==> config.mk <==
export PLATFORM = sky130hd
export DESIGN_NAME = pixel_scan_writer
export DESIGN_NICKNAME = d
export VERILOG_FILES = /design/src/rtl/pixel_scan_writer.sv
export SDC_FILE = /design/constraint.sdc
export NUM_CORES = 1
export LEC_CHECK = 0
export ABC_AREA = 0
export BUFFER_PORTS_ARGS = -buffer_cell sky130_fd_sc_hd__buf_2
export CAP_MARGIN = 5
export CORE_MARGIN = 5
export CORE_UTILIZATION = 35
export DETAILED_ROUTE_END_ITERATION = 10
export GPL_TIMING_DRIVEN = 1
export HOLD_SLACK_MARGIN = 0.02
export PLACE_DENSITY = 0.56
export SLEW_MARGIN = 25
export SYNTH_ARGS = -nofsm -noshare
export SYNTH_HDL_FRONTEND = slang
export SYNTH_SLANG_ARGS = --single-unit
export TNS_END_PERCENT = 50
==> constraint.sdc <==
create_clock -name Clk -period 6.05 [get_ports Clk]
set_clock_uncertainty 0.15 [all_clocks]
set_input_delay 0.3025 -clock Clk [delete_from_list [all_inputs] [get_ports Clk]]
set_output_delay 0.3025 -clock Clk [all_outputs]
set_load 0.05 [all_outputs]
==> src/rtl/pixel_scan_writer.sv <==
// Pixel scan writer: walks a frame in raster order, issues one ray request
// per pixel, pairs in-order ray results with their coordinates through a tag
// FIFO and emits one registered framebuffer write per pixel.
//
// Handshake: a request transfers on a rising Clk edge where
// Req_Valid && Req_Ready. Once Req_Valid is high it stays high with Req_X/Req_Y
// unchanged until that transfer happens, even if Pause rises. Results have no
// backpressure: every Res_Valid cycle retires the oldest outstanding request.
module pixel_scan_writer #(
    parameter int H_RES      = 640,
    parameter int V_RES      = 480,
    parameter int FIFO_DEPTH = 8
) (
    input  logic        Clk,
    input  logic        Reset_n,
    input  logic        Frame_Clk,
    input  logic        Pause,
    output logic        Req_Valid,
    input  logic        Req_Ready,
    output logic [9:0]  Req_X,
    output logic [9:0]  Req_Y,
    input  logic        Res_Valid,
    input  logic [23:0] Res_Color,
    input  logic [1:0]  Res_Best_in,
    input  logic [63:0] Res_Best_Dist,
    output logic        WritePixel,
    output logic [9:0]  WriteX,
    output logic [9:0]  WriteY,
    output logic [23:0] WriteColor,
    output logic [1:0]  Best_in,
    output logic [63:0] Best_Dist,
    output logic        Frame_Busy,
    output logic        Frame_Done,
    output logic        Overrun,
    output logic        Orphan,
    output logic [1:0]  Dbg_State
);

    localparam int PTR_W = $clog2(FIFO_DEPTH);
    localparam int CNT_W = PTR_W + 1;
    localparam logic [9:0] X_LAST = 10'(H_RES - 1);
    localparam logic [9:0] Y_LAST = 10'(V_RES - 1);
    localparam logic [CNT_W-1:0] CNT_FULL = CNT_W'(FIFO_DEPTH);

    typedef enum logic [1:0] {
        ST_IDLE  = 2'd0,
        ST_SCAN  = 2'd1,
        ST_DRAIN = 2'd2
    } state_t;

    state_t state_q, state_d;
    logic        old_frame_clk_q;
    logic [9:0]  x_q, x_d, y_q, y_d;
    logic [PTR_W-1:0] wr_ptr_q, wr_ptr_d, rd_ptr_q, rd_ptr_d;
    logic [CNT_W-1:0] count_q, count_d;
    logic        req_hold_q, req_hold_d;
    logic        write_pixel_q, write_pixel_d;
    logic [9:0]  write_x_q, write_x_d, write_y_q, write_y_d;
    logic [23:0] write_color_q, write_color_d;
    logic [1:0]  best_in_q, best_in_d;
    logic [63:0] best_dist_q, best_dist_d;
    logic        frame_busy_q, frame_busy_d;
    logic        frame_done_q, frame_done_d;
    logic        overrun_q, overrun_d;
    logic        orphan_q, orphan_d;

    // Tag storage: {x, y} of each accepted request, oldest at rd_ptr_q.
    logic [19:0] fifo_q [FIFO_DEPTH];

    logic        rise;
    logic        req_valid;
    logic        push;
    logic        pop;
    logic [19:0] head;

    assign rise      = Frame_Clk && !old_frame_clk_q;
    // A held request ignores Pause; the FIFO cannot fill while it is held
    // because entries are only added on a transfer.
    assign req_valid = (state_q == ST_SCAN) &&
                       (req_hold_q || (!Pause && (count_q < CNT_FULL)));
    assign push      = req_valid && Req_Ready;
    assign pop       = Res_Valid && (count_q != '0);
    assign head      = fifo_q[rd_ptr_q];

    assign Req_Valid  = req_valid;
    assign Req_X      = x_q;
    assign Req_Y      = y_q;
    assign WritePixel = write_pixel_q;
    assign WriteX     = write_x_q;
    assign WriteY     = write_y_q;
    assign WriteColor = write_color_q;
    assign Best_in    = best_in_q;
    assign Best_Dist  = best_dist_q;
    assign Frame_Busy = frame_busy_q;
    assign Frame_Done = frame_done_q;
    assign Overrun    = overrun_q;
    assign Orphan     = orphan_q;
    assign Dbg_State  = state_q;

    // Frame sequencing: start on a rise when idle, advance the raster on each
    // transfer, finish once every outstanding request has been written.
    always_comb begin
        state_d      = state_q;
        x_d          = x_q;
        y_d          = y_q;
        frame_busy_d = frame_busy_q;
        frame_done_d = 1'b0;
        case (state_q)
            ST_IDLE: begin
                if (rise) begin
                    state_d      = ST_SCAN;
                    x_d          = '0;
                    y_d          = '0;
                    frame_busy_d = 1'b1;
                end
            end
            ST_SCAN: begin
                if (push) begin
                    if (x_q == X_LAST) begin
                        x_d = '0;
                        if (y_q == Y_LAST) begin
                            y_d     = '0;
                            state_d = ST_DRAIN;
                        end else begin
                            y_d = y_q + 10'd1;
                        end
                    end else begin
                        x_d = x_q + 10'd1;
                    end
                end
            end
            ST_DRAIN: begin
                // An empty FIFO here means the last pop already happened;
                // its write is on the outputs this cycle at the latest.
                if (count_q == '0) begin
                    state_d      = ST_IDLE;
                    frame_busy_d = 1'b0;
                    frame_done_d = 1'b1;
                end
            end
            default: state_d = ST_IDLE;
        endcase
    end

    // Tag FIFO bookkeeping, result-to-write pairing and sticky error flags.
    always_comb begin
        wr_ptr_d      = wr_ptr_q;
        rd_ptr_d      = rd_ptr_q;
        count_d       = count_q;
        req_hold_d    = req_valid && !Req_Ready;
        write_pixel_d = pop;
        write_x_d     = write_x_q;
        write_y_d     = write_y_q;
        write_color_d = write_color_q;
        best_in_d     = best_in_q;
        best_dist_d   = best_dist_q;
        overrun_d     = overrun_q;
        orphan_d      = orphan_q;
        if (push) begin
            wr_ptr_d = wr_ptr_q + PTR_W'(1);
        end
        if (pop) begin
            rd_ptr_d      = rd_ptr_q + PTR_W'(1);
            write_x_d     = head[19:10];
            write_y_d     = head[9:0];
            write_color_d = Res_Color;
            best_in_d     = Res_Best_in;
            best_dist_d   = Res_Best_Dist;
        end
        if (push && !pop) begin
            count_d = count_q + CNT_W'(1);
        end else if (pop && !push) begin
            count_d = count_q - CNT_W'(1);
        end
        if (rise && frame_busy_q) begin
            overrun_d = 1'b1;
        end
        if (Res_Valid && (count_q == '0)) begin
            orphan_d = 1'b1;
        end
    end

    // State and output registers, cleared asynchronously.
    always_ff @(posedge Clk or negedge Reset_n) begin
        if (!Reset_n) begin
            state_q         <= ST_IDLE;
            old_frame_clk_q <= 1'b0;
            x_q             <= '0;
            y_q             <= '0;
            wr_ptr_q        <= '0;
            rd_ptr_q        <= '0;
            count_q         <= '0;
            req_hold_q      <= 1'b0;
            write_pixel_q   <= 1'b0;
            write_x_q       <= '0;
            write_y_q       <= '0;
            write_color_q   <= '0;
            best_in_q       <= '0;
            best_dist_q     <= '0;
            frame_busy_q    <= 1'b0;
            frame_done_q    <= 1'b0;
            overrun_q       <= 1'b0;
            orphan_q        <= 1'b0;
        end else begin
            state_q         <= state_d;
            old_frame_clk_q <= Frame_Clk;
            x_q             <= x_d;
            y_q             <= y_d;
            wr_ptr_q        <= wr_ptr_d;
            rd_ptr_q        <= rd_ptr_d;
            count_q         <= count_d;
            req_hold_q      <= req_hold_d;
            write_pixel_q   <= write_pixel_d;
            write_x_q       <= write_x_d;
            write_y_q       <= write_y_d;
            write_color_q   <= write_color_d;
            best_in_q       <= best_in_d;
            best_dist_q     <= best_dist_d;
            frame_busy_q    <= frame_busy_d;
            frame_done_q    <= frame_done_d;
            overrun_q       <= overrun_d;
            orphan_q        <= orphan_d;
        end
    end

    // Tag storage write port; contents are only meaningful below count_q.
    always_ff @(posedge Clk) begin
        if (push) begin
            fifo_q[wr_ptr_q] <= {x_q, y_q};
        end
    end

endmodule

# Yosys cells after proc, flatten, opt, wreduce, memory -nomap -nowiden
# Memories as Yosys holds them, arrays and structs flattened. A register that Yosys moved wholly into a read port is not among the register bits.
# Cells that the tools add are included.
[classes]
n_eq_ne = 9
add_sub_neg = 6
n_lt_le_gt_ge = 1
n_reduce_logical = 27
mux = 23
[ops]
columns = ["op", "count"]
rows = [
  ["two-way mux 10 bit", 6],
  ["case mux 10 bit (2 select lines)", 2],
  ["adder 10 x 1 -> 10 bit (second input constant)", 2],
  ["equality test 10 bit (second input constant)", 1],
  ["equality test 10 x 9 -> 1 bit (second input constant)", 1],
  ["logical AND 1 bit", 10],
  ["two-way mux 2 bit", 5],
  ["two-way mux 4 bit", 2],
  ["adder 3 x 1 -> 3 bit (second input constant)", 2],
  ["zero test 1 bit", 6],
  ["two-way mux 1 bit", 6],
  ["inequality test 2 bit (second input constant)", 3],
  ["case mux 2 bit (3 select lines)", 1],
  ["AND reduction 3 bit", 2],
  ["nonzero test 2 bit", 3],
  ["AND reduction 5 bit", 1],
  ["adder 4 x 1 -> 4 bit (second input constant)", 1],
  ["zero test 4 bit", 1],
  ["less-than comparator 4 bit (second input constant)", 1],
  ["inequality test 2 x 1 -> 1 bit (second input constant)", 2],
  ["AND reduction 4 bit", 1],
  ["nonzero test 4 bit", 1],
  ["subtractor 4 x 1 -> 4 bit (second input constant)", 1],
  ["equality test 2 x 1 -> 1 bit (second input constant)", 1],
  ["other kinds (4)", 4],
]
[totals]
memories = 1
register_bits = 129
input_bits = 96
out_inout_bits = 138
ramBits = 160
[mem_list]
columns = ["name", "depth", "word_bits", "rd", "rd_clocked_by_memory_dff", "write_ports", "line_no", "source"]
rows = [
  ["fifo_q", 8, 20, 1, 1, 1, "68", "logic [19:0] fifo_q [FIFO_DEPTH];"],
]

# Logic depth before layout (Yosys ltp)
[depth]
depth_word = 9
ltp_mapped = 10

# Worst setup path before layout
# No wires, ideal clock.
[synth_path]
path_kind = "register to register"
from = "register state_q[0], in the netlist Dbg_State[0]"
to = "memory fifo_q[2][0] (enable)"
path_slack_ps = 2132
stages_incl_launch_ff = 4
arrival_time_ps = 3313
synth_period_minus_slack_ps = 3918
path_cell_list = "dfrtp_1 -> and3b_1 -> nand2_2 -> nor4b_1"
[synth_between]
elab_chain_len = 5
[synth_rtl]
columns = ["element", "line_no", "source"]
rows = [
  ["from (decl)", "51", "state_t state_q, state_d;"],
  ["from (signal assigned)", "205", "state_q <= state_d;"],
  ["equality test 2 x 1 -> 1 bit", "79", "assign req_valid = (state_q == ST_SCAN) &&"],
  ["logical AND 1 bit", "79", ""],
  ["logical AND 1 bit", "81", "assign push = req_valid && Req_Ready;"],
  ["two-way mux 1 bit", "228", "if (push) begin"],
  ["two-way mux 1 bit (implied by the code)", "229", "fifo_q[wr_ptr_q] <= {x_q, y_q};"],
  ["to (decl)", "68", ""],
]
# Every way passes these cells.

# Worst setup path in the final report
[layout_path]
from = "register state_q[1], in the netlist Dbg_State[1]"
to = "register count_q[3]"
[layout_between]
elab_chain_len = 6
word_cells_on_any_way = 8
cone_classes = "eq/ne (1); mux (1); reduce/logical (6)"
[layout_rtl]
columns = ["element", "line_no", "source"]
rows = [
  ["equality test 2 x 1 -> 1 bit (*)", "79", ""],
  ["logical AND 1 bit (*)", "79", ""],
  ["logical AND 1 bit (*)", "81", ""],
  ["named net push", "72", "logic push;"],
  ["zero test 1 bit", "172", "end else if (pop && !push) begin"],
  ["logical AND 1 bit", "172", ""],
  ["nonzero test 2 bit (no line)", "--", ""],
  ["to (signal assigned)", "211", "count_q <= count_d;"],
  ["to (decl)", "55", "logic [CNT_W-1:0] count_q, count_d;"],
]
# Mark *: on every way through the listed nets, which the timed path passes. The rest lies on a longest branch.
# A chain may end at the register's enable or synchronous reset.

==> metrics <==
status=completed; area of the multi-input gates=0.00349 mm²; GP Congestion=0.773; Die X=197 µm; Seq/Total Area, Yosys=69.7%; Hold Path Class=input port to flip-flop; clock sink count=309; critical path capture point=count_q[3]; Yosys reg bits=309; Initial DRC Count=346; vias in the first global route=8334; Synth area leaders=edfxtp_1 39%, dfrtp_1 30%, nand2_1 9.7%; Core ar.=0.0345 mm²; global-route wire length before repair=46400 µm; Int Pwr=4760 µW; DRT Pass-1 Iters=6; CP Launch Type=flip-flop; crit path DAT=3.32 ns; initial antenna violation count=0; Detailed Route WL=29500 µm; Net Switching=3010 µW; via count=8029; Worst Setup End Kind=flip-flop; cell with the most instances after synthesis=nand2_1; detailed placement HPWL=18300 µm; FMAX=0.329 GHz; Post-synth EDFFs=160; CTS tree=yes; gr usage total=14.9%; Finished Layout Cells=1718; Leak=0.00700 µW; YS warnings=0; Clock Latency Late Sink=0.51 ns; share of total power in the clock network=27.8%; Syn Inst Count=897; Register Area=0.00853 mm²; IO Count=234; Worst R2R Setup Slack=3.01 ns; routed len/inst=17.2 µm; clk buf depth=3; RSZ-0062 raised after global routing=false; share of post-route cells with drive strength above 1=29.1%; power density over the cells=484 mW/mm²; remaining global-route overflow=0; Least-Margin Pin Slew=1.00 ns; Site Rows=68; Final Hold Viols=0; clk slew on worst S/H paths=0.06 ns; worst path required time=6.34 ns; net count after synthesis=1001; number of CTS-inserted buffers=36; reg-to-reg startpoint=Dbg_State[1]; Area Growth Syn to Fin=31.1%; Final min period=3.04 ns; final setup fails=0; die height=197 µm; CTS Root Cell=clkbuf_16; Synth area leader=edfxtp_1; Final nets=1340; Syn Area/Cell=13.7 µm²; diode count=0; Placed Area=0.0139 mm²; Starting Density=35.4%; r2r worst-path depth=10; Post-Route Utilization=46.5%; CP Max Fanout=10; share of the synthesized area in the top cell type=39.2%; synth unique cells=63; drt drc=0; Final Cell Area=0.0160 mm²; port bufs=233; Crit. Startpoint=Dbg_State[1]; placed instance count=1559; Reg power frac=38.2%; top_reg_cell synth=edfxtp_1; final slew viol count=0; vias per inst=4.67; Antenna Nets Post-Route=0; Post-synth ARST share=48.2%; MaxCap Viol Count=0; H-tree depth=2; synth cell count leaders=316 x nand2_1, 160 x edfxtp_1, 149 x dfrtp_1; DIE AREA=0.0388 mm²; FF-to-FF End=count_q[3]; Synth Cell Area=0.0122 mm²; post-CTS sizing=0; maximum number of pins on one net before global-route repair=98; Rel. slew slack=33.0%; peak supply drop=321 µV; fin crit share=50.2%; CP Class=flip-flop to flip-flop; Filler cells=3074; setup TNS=0 ns; Logic pwr share=34.0%; sw frac=38.7%
==> per-stage QoR <==
step / setup slack (ns) / hold slack [ns] / power, µW
global placement: 3.04 / 0.0872 / 5620
CTS: 3.01 / 0.0439 / 7890
global route: 2.83 / 0.0645 / 8200
detailed placement: 3.02 / 0.0859 / 5650
finish: 3.01 / 0.0750 / 7770
floorplan: 2.13 / -0.143 / 4930
==> critical path, stage by stage, from the launching register on <==
cell and delay, ns:
dfrtp_1 0.47, and3b_1 0.25, nand2_2 0.27, clkinv_1 0.37, ha_1 0.33, inv_1 0.13
ha_1 0.24, a21o_1 0.18, a21oi_1 0.18, mux2i_1 0.25, xnor2_1 0.13
==> registers in the layout, indices dropped and copies added (netlist names) <==
register and flops:
WritePixel 1, Overrun 1, Best_in 2, Frame_Done 1, count_q 4, Frame_Busy 1, rd_ptr_q 3, Orphan 1
Req_X 10, WriteY 10, Best_Dist 64, Req_Y 10, Dbg_State 2, WriteColor 24, fifo_q 160, wr_ptr_q 3
old_frame_clk_q 1, WriteX 10, req_hold_q 1
==> power groups by stage <==
stage / combinational [µW] / sequential [µW] / clock, µW
2_1_floorplan: 1090 / 3840 / 0
3_3_place_gp: 2620 / 3000 / 0
3_5_place_dp: 2640 / 3010 / 0
4_1_cts: 2690 / 2970 / 2230
5_1_grt: 2850 / 3030 / 2320
6_report: 2640 / 2970 / 2160
==> placed cells by master, fill, tap and decap left out, drive strengths merged, types with 10 or more instances in the layout <==
cell,n
mux2i,23
clkbuf,49
dlygate4sd3,94
mux4,40
a31oi,13
nand3,10
nand2,318
dfrtp,149
o21ai,35
clkinv,14
edfxtp,160
buf,248
==> area by class of cell <==
class	count	area share, %
flip-flops and latches	309	53.2
multi-input cells	539	21.8
repair buffers	342	13.9
clock buffers	49	6.44
well taps	455	3.55
clock inverters	16	1.01
inverters	8	0.187
==> how the worst min path moves through the flow <==
stage | startpoint | to | slack, ns | cells past startpoint
floorplan | Reset_n | Best_Dist[0] | -0.14 | 0
global placement | Reset_n | Best_Dist[7] | 0.09 | 1
detailed placement | Reset_n | Best_Dist[7] | 0.09 | 1
CTS | Pause | req_hold_q | 0.04 | 3
global route | Pause | req_hold_q | 0.06 | 3
finish | Pause | req_hold_q | 0.07 | 3
==> logic make-up (layout without fill, tap and decap cells) <==
group                      count (synthesis)  count (layout)  share of synthesized area [%]
buffers and inverters                     49             415                           2.38
DFF                                      309             309                           69.7
xor gates and xnor gates                   7               7                          0.501
AOI/OAI and AO/OA                         76              76                           3.99
and+or+nand+nor                          384             384                           13.2
adders and majority gates                  8               8                          0.879
muxes                                     64              64                           9.33
==> per-layer routing <==
metal | vias to the layer above | global-route usage [%] | wire, µm
li1 | 3869 | - | -
met1 | 3886 | 20.2 | 13000
met2 | 235 | 24.7 | 14100
met3 | 39 | 3.31 | 1880
met4 | 0 | 3.42 | 527
met5 | - | 0 | 0
==> what timing repair did <==
action / 4_1_cts / 5_1_grt
endpoints found under the hold margin: 131 / 0
hold buffers: 94 / 0
setup endpoints to repair: 0 / 0
setup buffers: 0 / 0
(Power assumes the default switching activity.)
